$ cat config.mk
export PLATFORM = sky130hd
export DESIGN_NAME = alu_rol_seq
export DESIGN_NICKNAME = d
export VERILOG_FILES = /design/src/rtl/alu_rol_seq.sv
export SDC_FILE = /design/constraint.sdc
export NUM_CORES = 1
export LEC_CHECK = 0
export CORE_AREA = 4 4 68 70
export CTS_CLUSTER_DIAMETER = 30
export CTS_CLUSTER_SIZE = 24
export DETAILED_ROUTE_END_ITERATION = 6
export DIE_AREA = 0 0 72 74
export PLACE_DENSITY_LB_ADDON = 0.15
export SYNTH_ARGS = -nofsm -noshare
export SYNTH_HDL_FRONTEND = slang
export SYNTH_SLANG_ARGS = --single-unit
$ cat constraint.sdc
create_clock -name clk -period 1.9 [get_ports clk]
set_input_delay 0.19 -clock clk [delete_from_list [all_inputs] [get_ports clk]]
set_output_delay 0.19 -clock clk [all_outputs]
set_load 0.01 [all_outputs]
$ cat src/rtl/alu_rol_seq.sv
// Iterative rotate-left unit: captures a 32-bit operand and a 5-bit count on start,
// rotates one bit per clock, and pulses done for one cycle when the result is ready.
module alu_rol_seq (
  input  logic        clk,
  input  logic        reset,
  input  logic        start,
  input  logic [31:0] input_data,
  input  logic [4:0]  num_rotates,
  output logic [31:0] output_data,
  output logic        busy,
  output logic        done
);

  typedef enum logic [1:0] {
    IDLE   = 2'd0,
    ROTATE = 2'd1,
    DONE   = 2'd2
  } state_t;

  state_t      state;
  logic [31:0] work;
  logic [4:0]  count;

  // Handshake: start is honoured only when the unit is not busy (IDLE or DONE);
  // done is a one-cycle pulse during which output_data carries the final result.
  always_ff @(posedge clk) begin
    if (reset) begin
      state <= IDLE;
      work  <= 32'h0;
      count <= 5'd0;
      busy  <= 1'b0;
      done  <= 1'b0;
    end else begin
      case (state)
        IDLE, DONE: begin
          if (start) begin
            work  <= input_data;
            count <= num_rotates;
            if (num_rotates == 5'd0) begin
              state <= DONE;
              busy  <= 1'b0;
              done  <= 1'b1;
            end else begin
              state <= ROTATE;
              busy  <= 1'b1;
              done  <= 1'b0;
            end
          end else begin
            state <= IDLE;
            busy  <= 1'b0;
            done  <= 1'b0;
          end
        end
        ROTATE: begin
          work  <= {work[30:0], work[31]};
          count <= count - 5'd1;
          // count is at least 1 here, so the decrement cannot wrap
          if (count == 5'd1) begin
            state <= DONE;
            busy  <= 1'b0;
            done  <= 1'b1;
          end else begin
            state <= ROTATE;
            busy  <= 1'b1;
            done  <= 1'b0;
          end
        end
        default: begin
          state <= IDLE;
          busy  <= 1'b0;
          done  <= 1'b0;
        end
      endcase
    end
  end

  assign output_data = work;

endmodule

==> results of run 1 <==
## per-stage QoR
stage / power [mW] / hold WS (ns) / setup WS, ns / instances
finish: 2.126 / 0.4689 / 0.4242 / 340
global route: 2.252 / 0.4786 / 0.3535 / 340
CTS: 2.146 / 0.4626 / 0.4154 / 340
detailed placement: 1.609 / 0.4859 / 0.2589 / 332
global placement: 1.602 / 0.4864 / 0.2948 / 332
floorplan: 1.304 / 0.3404 / 0.6604 / 223
## cell usage after synthesis (2+ instances only)
| cell | instances | area share |
|---|---|---|
| ha_1 | 2 | 0.014 |
| or3_1 | 2 | 0.0070 |
| nand2b_1 | 2 | 0.0070 |
| a221oi_1 | 2 | 0.0098 |
| buf_2 | 7 | 0.020 |
| inv_1 | 2 | 0.0042 |
| a31oi_1 | 2 | 0.0070 |
| clkbuf_1 | 6 | 0.013 |
| nand2_1 | 66 | 0.14 |
| buf_6 | 3 | 0.019 |
| a21oi_1 | 2 | 0.0056 |
| nor2_1 | 41 | 0.086 |
| a311oi_1 | 32 | 0.16 |
| buf_4 | 4 | 0.017 |
| dfxtp_1 | 39 | 0.44 |
## placed cells by master, fill, tap and decap left out, types with 3 or more instances in the layout
| cell | count |
|---|---|
| clkbuf_8 | 5 |
| a311oi_1 | 32 |
| clkdlybuf4s50_1 | 73 |
| dfxtp_1 | 39 |
| buf_12 | 3 |
| nand2_1 | 66 |
| nor2_1 | 41 |
| buf_4 | 3 |
## power by group
| part | switching, mW | total (mW) | internal, mW | leakage, nW |
|---|---|---|---|---|
| logic | 0.270 | 0.600 | 0.330 | 0.628 |
| registers | 0.0760 | 0.988 | 0.912 | 0.323 |
| clock network | 0.280 | 0.538 | 0.258 | 0.0422 |
| total | 0.626 | 2.13 | 1.50 | 0.993 |
## kinds of logic (layout without fill, tap and decap cells)
logic type | after synthesis | count (layout)
adders and majority gates | 2 | 2
AOI/OAI and AO/OA | 43 | 43
buffers and inverters | 22 | 89
DFF | 39 | 39
and+or+nand+nor | 117 | 117
## registers in the layout (all words and copies together) (netlist names)
| register | count |
|---|---|
| busy | 1 |
| count | 5 |
| done | 1 |
| output_data | 32 |
## final cells by class
| class | instances | share of cell area |
|---|---|---|
| well taps | 50 | 0.02390 |
| flip-flops and latches | 39 | 0.2983 |
| clock buffers | 7 | 0.02916 |
| inverters | 2 | 0.002868 |
| repair buffers | 79 | 0.3107 |
| clock inverters | 1 | 0.001912 |
| multi-input cells | 162 | 0.3332 |
## routing by layer
layer / up-vias / routed length [um]
li1: 912 / -
met5: - / 0
met2: 70 / 2190
met1: 836 / 2125
met3: 5 / 336
met4: 0 / 69
## worst paths after layout
path	depth (start not counted)	slack, ns	start	end
max	1	0.42	busy	busy
min reg2reg	2	0.50	output_data[10]	output_data[10]
max reg2reg	4	0.59	busy	output_data[24]
min	3	0.47	input_data[26]	output_data[26]
==> run metrics, run 1 <==
Crit path arrival time=1.29 ns; Reg clk slew, reported paths=0.07 ns; initial drt markers=162; Pre-Repair DR Iteration Count=4; routing usage on met1=0.2310; area grow syn2layout=47.12%; Fin Setup TNS=0 ns; CP max stage delay=0.57 ns; final instance area=0.002618 sq mm; antenna fix cells=0; register area share after synthesis=0.4388; vias per cell=5.362; crit path time final=1.476 ns; #FFs+latches synth=39; boundary pin count=74; Final Hold Viols=0; area occupied by multi-input gates=872.1 sq um; Die Y=74 um; largest net degree at the start of global routing=40; f_max=0.6776 GHz; run status=finished, final reports clean; Leakage Power=0.9925 nW; Yosys cell types=26; layout cells sized above 1=0.05517; Cell Area, Placed=0.002536 sq mm; met2 Resource Use GR=0.3061; Vias=1,823; Filler Cells Inserted=366; wire per inst=13.89 um; Initial Utilization=0.4480; Top delay family on crit path=buffers and inverters; H-Tree Depth=2; Final Core Density=0.6591; Post-synth EDFFs=0; DRC=0; Setup crit start kind=register; mux cell area share after synthesis=0; Slew Limit Fails=0; final setup fails=0; post-cts hold buffer count=0; GRT Resource Usage Total=0.1837; Routed Antenna Nets=0; Root Driver=clkbuf_8; HP Class=input pin to register; vias in the first global route=1,753; Max VDD drop=389.3 uV; Synth Area in Compound Gates=0.2011; die width=72 um; Most Used Layer, Global Route=met2; CTS max path bufs=2; Final Cycle Share=0.7767; Pwr Density=812.1 mW/mm^2; syn_nets=265; critical path, cell by cell=clkdlybuf4s50_1; Post-synth top flop=dfxtp_1; asr flop ratio synth=0; Reg area=780.7 sq um; synthesized cell area=0.001779 sq mm; Post-Route Skew=0.001431 ns; grt total ovfl=0; Crit Path Max Fanout=5; CTS Buf Count=5; Syn Inst Count=223; gpl congestion=0.7709; Crit-path slowest cell=clkdlybuf4s50_1; Simple-Gate Fraction of Synth Area=0.2736; Clock Latency Late Sink=0.28 ns; endpoint type of the worst setup path=output port; Post-Synth Adder-Cell Area=0.01406; Final nets=331; total die area=0.005328 sq mm; global-route wire length before repair=7776 um; Sink Count=39; largest family of logic cells by synthesized area=simple AND/OR/NAND/NOR gates; Critical Path RT=1.71 ns; setup bufs post-CTS=0; crit path buf inv count=1; post-detail-place hpwl=3274 um; met3 usage=0.04189; initial antenna violation count=0; Routed Wire Length=4722 um; RSZ-0062 raised after global routing=no; Row Count=23; Least-Margin Pin Slew=0.4137 ns; CTS resizes=0; critical path class=register to output port; Max Cap Viol=0; Synthesis Warnings=0; port bufs=73; Rel. slew slack=0.7242; syn avg cell area=7.979 sq um; CTS tree=yes; Synth Area in XOR/XNOR=0; core area=0.003971 sq mm
Note: power is estimated with default switching activity, not from simulation.
==> run 2: changes to the inputs <==
Settings changed: CORE_AREA 4 4 68 70 to 4 4 71 73, DIE_AREA 0 0 72 74 to 0 0 75 77.
Clock period 1.9 ns to 1.4 ns, I/O delays scaled along.
==> run metrics, run 2 (same netlist as run 1, synthesis figures left out) <==
largest net degree at the start of global routing=35 (-13%); CTS Buf Count=5 (unchanged); hold_ws=0.4091 ns (-0.05985 ns); area occupied by multi-input gates=872.1 sq um (unchanged); Filler Cells Inserted=391 (+6.8%); Root Driver=clkbuf_8; Slew Limit Fails=0 (unchanged); Cell Area, Placed=0.002574 sq mm (+1.5%); HP Class=input pin to register; port bufs=73 (unchanged); critical path class=register to output port; reg-to-reg endpoint=busy; Reg area=782.0 sq um (+0.16%); Crit Path Max Fanout=3 (-2); CTS tree=yes; most frequent cells in the layout=nand2_1, clkdlybuf4s50_1, nor2_1; Routed Antenna Nets=0 (unchanged); Leakage Power=1.241 nW (+25%); layout cells sized above 1=0.07509 (+0.01991); RSZ-0062 raised after global routing=no; Final nets=334 (+0.91%); Least-Margin Pin Slew=0.4352 ns (+0.02152 ns); Final Cycle Share=0.9662; setup bufs post-CTS=0 (unchanged); initial drt markers=105 (-35%); CP max stage delay=0.56 ns (about the same); Reg clk slew, reported paths=0.08 ns (about the same); Design Power=3.097 mW (+46%); commonest non-fill, non-tap cell in the layout=nand2_1; Post-Route Skew=0.009377 ns (+0.007945 ns); DRC=0 (unchanged); Crit-path slowest cell=clkdlybuf4s50_1; CTS max path bufs=2 (unchanged); crit path capture=output_data[26]; boundary pin count=74 (unchanged); Crit path arrival time=1.21 ns (-0.08 ns); CP startpoint=output_data[26]; Clock Latency Late Sink=0.29 ns (about the same); global-route wire length before repair=7672 um (-1.3%); Max Cap Viol=0 (unchanged); R2R depth=4 (unchanged); post-cts hold buffer count=0 (unchanged); wire per inst=13.77 um (-0.86%); crit path time final=1.353 ns; f_max=0.7393 GHz; Row Count=24 (+4.3%); H-Tree Depth=2 (unchanged); Top delay family on crit path=buffers and inverters; grt total ovfl=0 (unchanged); critical path, cell by cell=clkdlybuf4s50_1; core area=0.004354 sq mm (+9.6%); area grow syn2layout=53.02%; crit path buf inv count=1 (unchanged); max FFs per register=32 (unchanged); Critical Path RT=1.26 ns (-0.45 ns); Pre-Repair DR Iteration Count=4 (unchanged); Vias=1,814 (-0.49%); run status=finished, final reports clean; Die Y=77 um (+4.1%); Pwr Density=1137 mW/mm^2 (+40%); reg-to-reg slack, setup=0.11 ns (-0.48 ns); Rel. slew slack=0.7058 (-0.01844); final instance area=0.002723 sq mm (+4.0%); antenna fix cells=0 (unchanged); Routed Wire Length=4750 um (+0.59%); Setup crit start kind=register; endpoint type of the worst setup path=output port; total die area=0.005775 sq mm (+8.4%); Initial Utilization=0.4086 (-0.03939); vias in the first global route=1,682 (-4.1%); reg2reg start=count[0]; gpl congestion=0.7935 (+2.9%); vias per cell=5.258 (-1.9%); post-detail-place hpwl=3299 um (+0.77%); GRT Resource Usage Total=0.1649 (-0.01876); Sink Count=39 (unchanged); Final Hold Viols=0 (unchanged); die width=75 um (+4.2%); initial antenna violation count=0 (unchanged); Max VDD drop=641.2 uV (+65%); final setup fails=0 (unchanged); CP Depth=1 (unchanged)
-- run 2: cell types whose count changed in the layout (fill, tap and decap cells not counted) --
cell	delta
dfxtp_2	+1
dlymetal6s2s_1	+14
bufinv_16	+1
clkdlybuf4s50_1	-14
clkbuf_1	-2
clkinv_4	+1
buf_4	+2
buf_12	+1
dfxtp_1	-1
-- run 2: power breakdown --
group / internal [mW] / total [mW] / switching, mW / leakage (nW)
Clock: 0.531 / 0.934 / 0.404 / 0.0581
Combinational: 0.452 / 0.822 / 0.370 / 0.860
Sequential: 1.24 / 1.34 / 0.103 / 0.323
Total: 2.22 / 3.10 / 0.876 / 1.24
-- run 2: per-layer routing --
metal | wire [um] | share of wire | vias to the layer above | track usage
met3 | 415 | 0.087 | 4 | 0.05621
met2 | 2097 | 0.44 | 67 | 0.2509
met5 | 0 | 0 | - | 0
met4 | 26 | 0.0055 | 0 | 0.03737
li1 | - | - | 917 | -
met1 | 2211 | 0.47 | 826 | 0.2231
-- run 2: cell type report --
cell class	instances	share of cell area
multi-input combinational	162	0.3203
sequential	39	0.2872
inverter	2	0.002757
timing repair buffer	82	0.3244
tap	52	0.02390
clock inverter	3	0.01608
clock buffer	5	0.02528
-- run 2: per-stage QoR --
stage                     instances  TNS [ns]    util  setup slack [ns]
after floorplan                 223         0       -            0.1604
after global placement          337    -1.436  0.5911           -0.1094
after detailed placement        337    -2.607  0.5911           -0.1488
after CTS                       345         0  0.6172           0.01560
after global routing            345         0  0.6253         0.0003316
final                           345         0  0.6253           0.04732
-- run 2: how the worst min path moves through the flow --
stage               depth (start not counted)               to            start  slack, ns
floorplan                                   2         count[4]   num_rotates[4]       0.29
finish                                      3  output_data[16]   input_data[16]       0.41
detailed placement                          2   output_data[3]   output_data[3]       0.49
global placement                            2  output_data[22]  output_data[22]       0.49
CTS                                         3  output_data[16]   input_data[16]       0.40
global route                                3  output_data[26]   input_data[26]       0.41
-- run 2: repair_timing --
action,in CTS,in global routing
endpoints found under the setup margin,1,14
gates resized for setup,1,14
hold endpoints to repair,0,0
cloned,0,0
==> run 3: changes to the inputs <==
Settings changed: MAX_ROUTING_LAYER set to met4, SLEW_MARGIN set to 20.
==> run metrics, run 3 (same netlist as run 1, synthesis figures left out) <==
GRT Resource Usage Total=0.1693 (+0.004388); CTS max path bufs=2 (unchanged); crit path time final=1.363 ns (+0.01035 ns); HP Class=input pin to register; Max VDD drop=642.4 uV (+0.17%); Crit path arrival time=1.22 ns (about the same); Leakage Power=1.164 nW (-6.1%); Post-Route Skew=0.008298 ns (-0.001078 ns); Post-Place Cells=337 (unchanged); die width=75 um (unchanged); final setup fails=0 (unchanged); Least-Margin Pin Slew=0.4364 ns (+0.001194 ns); Setup crit start kind=register; Row Count=24 (unchanged); Vias=1,814 (unchanged); commonest non-fill, non-tap cell in the layout=nand2_1; crit path buf inv count=1 (unchanged); Routed Antenna Nets=0 (unchanged); critical path class=register to output port; Slew Limit Fails=0 (unchanged); max FFs per register=32 (unchanged); f_max=0.7337 GHz (-0.76%); endpoint type of the worst setup path=output port; initial drt markers=91 (-13%); Root Driver=clkbuf_8; Initial Utilization=0.4086 (unchanged); Routed Wire Length=4705 um (-0.95%); CP max stage delay=0.55 ns (about the same); CTS tree=yes; gpl congestion=0.8047 (+1.4%); Pwr Density=1142 mW/mm^2 (+0.45%); vias in the first global route=1,687 (+0.30%); Crit-path slowest cell=clkdlybuf4s50_1; core area=0.004354 sq mm (unchanged); critical path, cell by cell=clkdlybuf4s50_1; Critical Path RT=1.26 ns (about the same); Clock Latency Late Sink=0.29 ns (about the same); wire per inst=13.64 um (-0.95%); initial antenna violation count=0 (unchanged); most frequent cells in the layout=nand2_1, clkdlybuf4s50_1, nor2_1; Cell Area, Placed=0.002574 sq mm (unchanged); PnR worst setup slack=0.03697 ns (-0.01035 ns); Final nets=334 (unchanged); layout cells sized above 1=0.07509 (unchanged); global-route wire length before repair=7665 um (about the same); largest net degree at the start of global routing=35 (unchanged); area grow syn2layout=52.32%; Final Hold Viols=0 (unchanged); fin cells=345 (unchanged); grt total ovfl=0 (unchanged); Die Y=77 um (unchanged); Max Cap Viol=0 (unchanged); DRC=0 (unchanged); Sink Count=39 (unchanged); Crit Path Max Fanout=3 (unchanged); run status=finished, final reports clean; Final Cycle Share=0.9736 (+0.007391); pre-CTS setup slack=-0.1488 ns (unchanged); post-detail-place hpwl=3299 um (unchanged); Reg clk slew, reported paths=0.08 ns (about the same); RSZ-0062 raised after global routing=no; boundary pin count=74 (unchanged); total die area=0.005775 sq mm (unchanged); port bufs=73 (unchanged); vias per cell=5.258 (unchanged); Top delay family on crit path=buffers and inverters; CTS Buf Count=5 (unchanged); antenna fix cells=0 (unchanged); Design Power=3.096 mW (about the same); final instance area=0.002710 sq mm (-0.46%); setup bufs post-CTS=0 (unchanged); Pre-Repair DR Iteration Count=4 (unchanged); H-Tree Depth=2 (unchanged); Rel. slew slack=0.7050 (-0.0008070)
[run 3: changes by cell type in the layout (fill, tap and decap cells not counted)]
cell / previous run / this run
dlymetal6s2s_1: 14 / 9
clkdlybuf4s50_1: 59 / 64
[run 3: per-layer routing]
metal  vias up  part of all wire  track usage
li1        916                 -            -
met2        67              0.45       0.2509
met4         0            0.0040      0.05338
met3         2             0.086      0.04183
met1       829              0.46       0.2247
met5         -                 0            -
[run 3: layout make-up]
cell class / count / area [sq um]
Tap cell: 52 / 65.06
Clock buffer: 5 / 68.82
Sequential cell: 39 / 782.0
Multi-Input combinational cell: 162 / 872.1
Fill cell: 394 / 1644
Clock inverter: 3 / 43.79
Inverter: 2 / 7.507
Timing Repair Buffer: 82 / 870.8
[run 3: worst paths after layout]
check,startpoint,endpoint,slack [ns],cells after the start
min,input_data[16],output_data[16],0.41,3
max reg2reg,count[0],busy,0.11,4
min reg2reg,output_data[22],output_data[22],0.50,2
max,output_data[11],output_data[11],0.04,1
[run 3: what timing repair did]
item,in CTS,in global routing
setup endpoints to repair,1,9
gates resized for setup,1,9
hold endpoints to repair,0,0
hold buffers,0,0
[run 3: stage by stage]
stage          hold WS [ns]  setup TNS, ns    util
3_5_place_dp         0.4896         -2.607  0.5911
3_3_place_gp         0.4865         -1.436  0.5911
4_1_cts              0.3990              0  0.6172
5_1_grt              0.4121              0  0.6224
6_report             0.4121              0  0.6224
2_1_floorplan        0.2904              0       -
[run 3: power by group]
| part | leakage, nW | internal, mW | total [mW] | switching (mW) |
|---|---|---|---|---|
| clock network | 0.0581 | 0.531 | 0.930 | 0.400 |
| logic | 0.783 | 0.456 | 0.825 | 0.369 |
| registers | 0.323 | 1.24 | 1.34 | 0.103 |
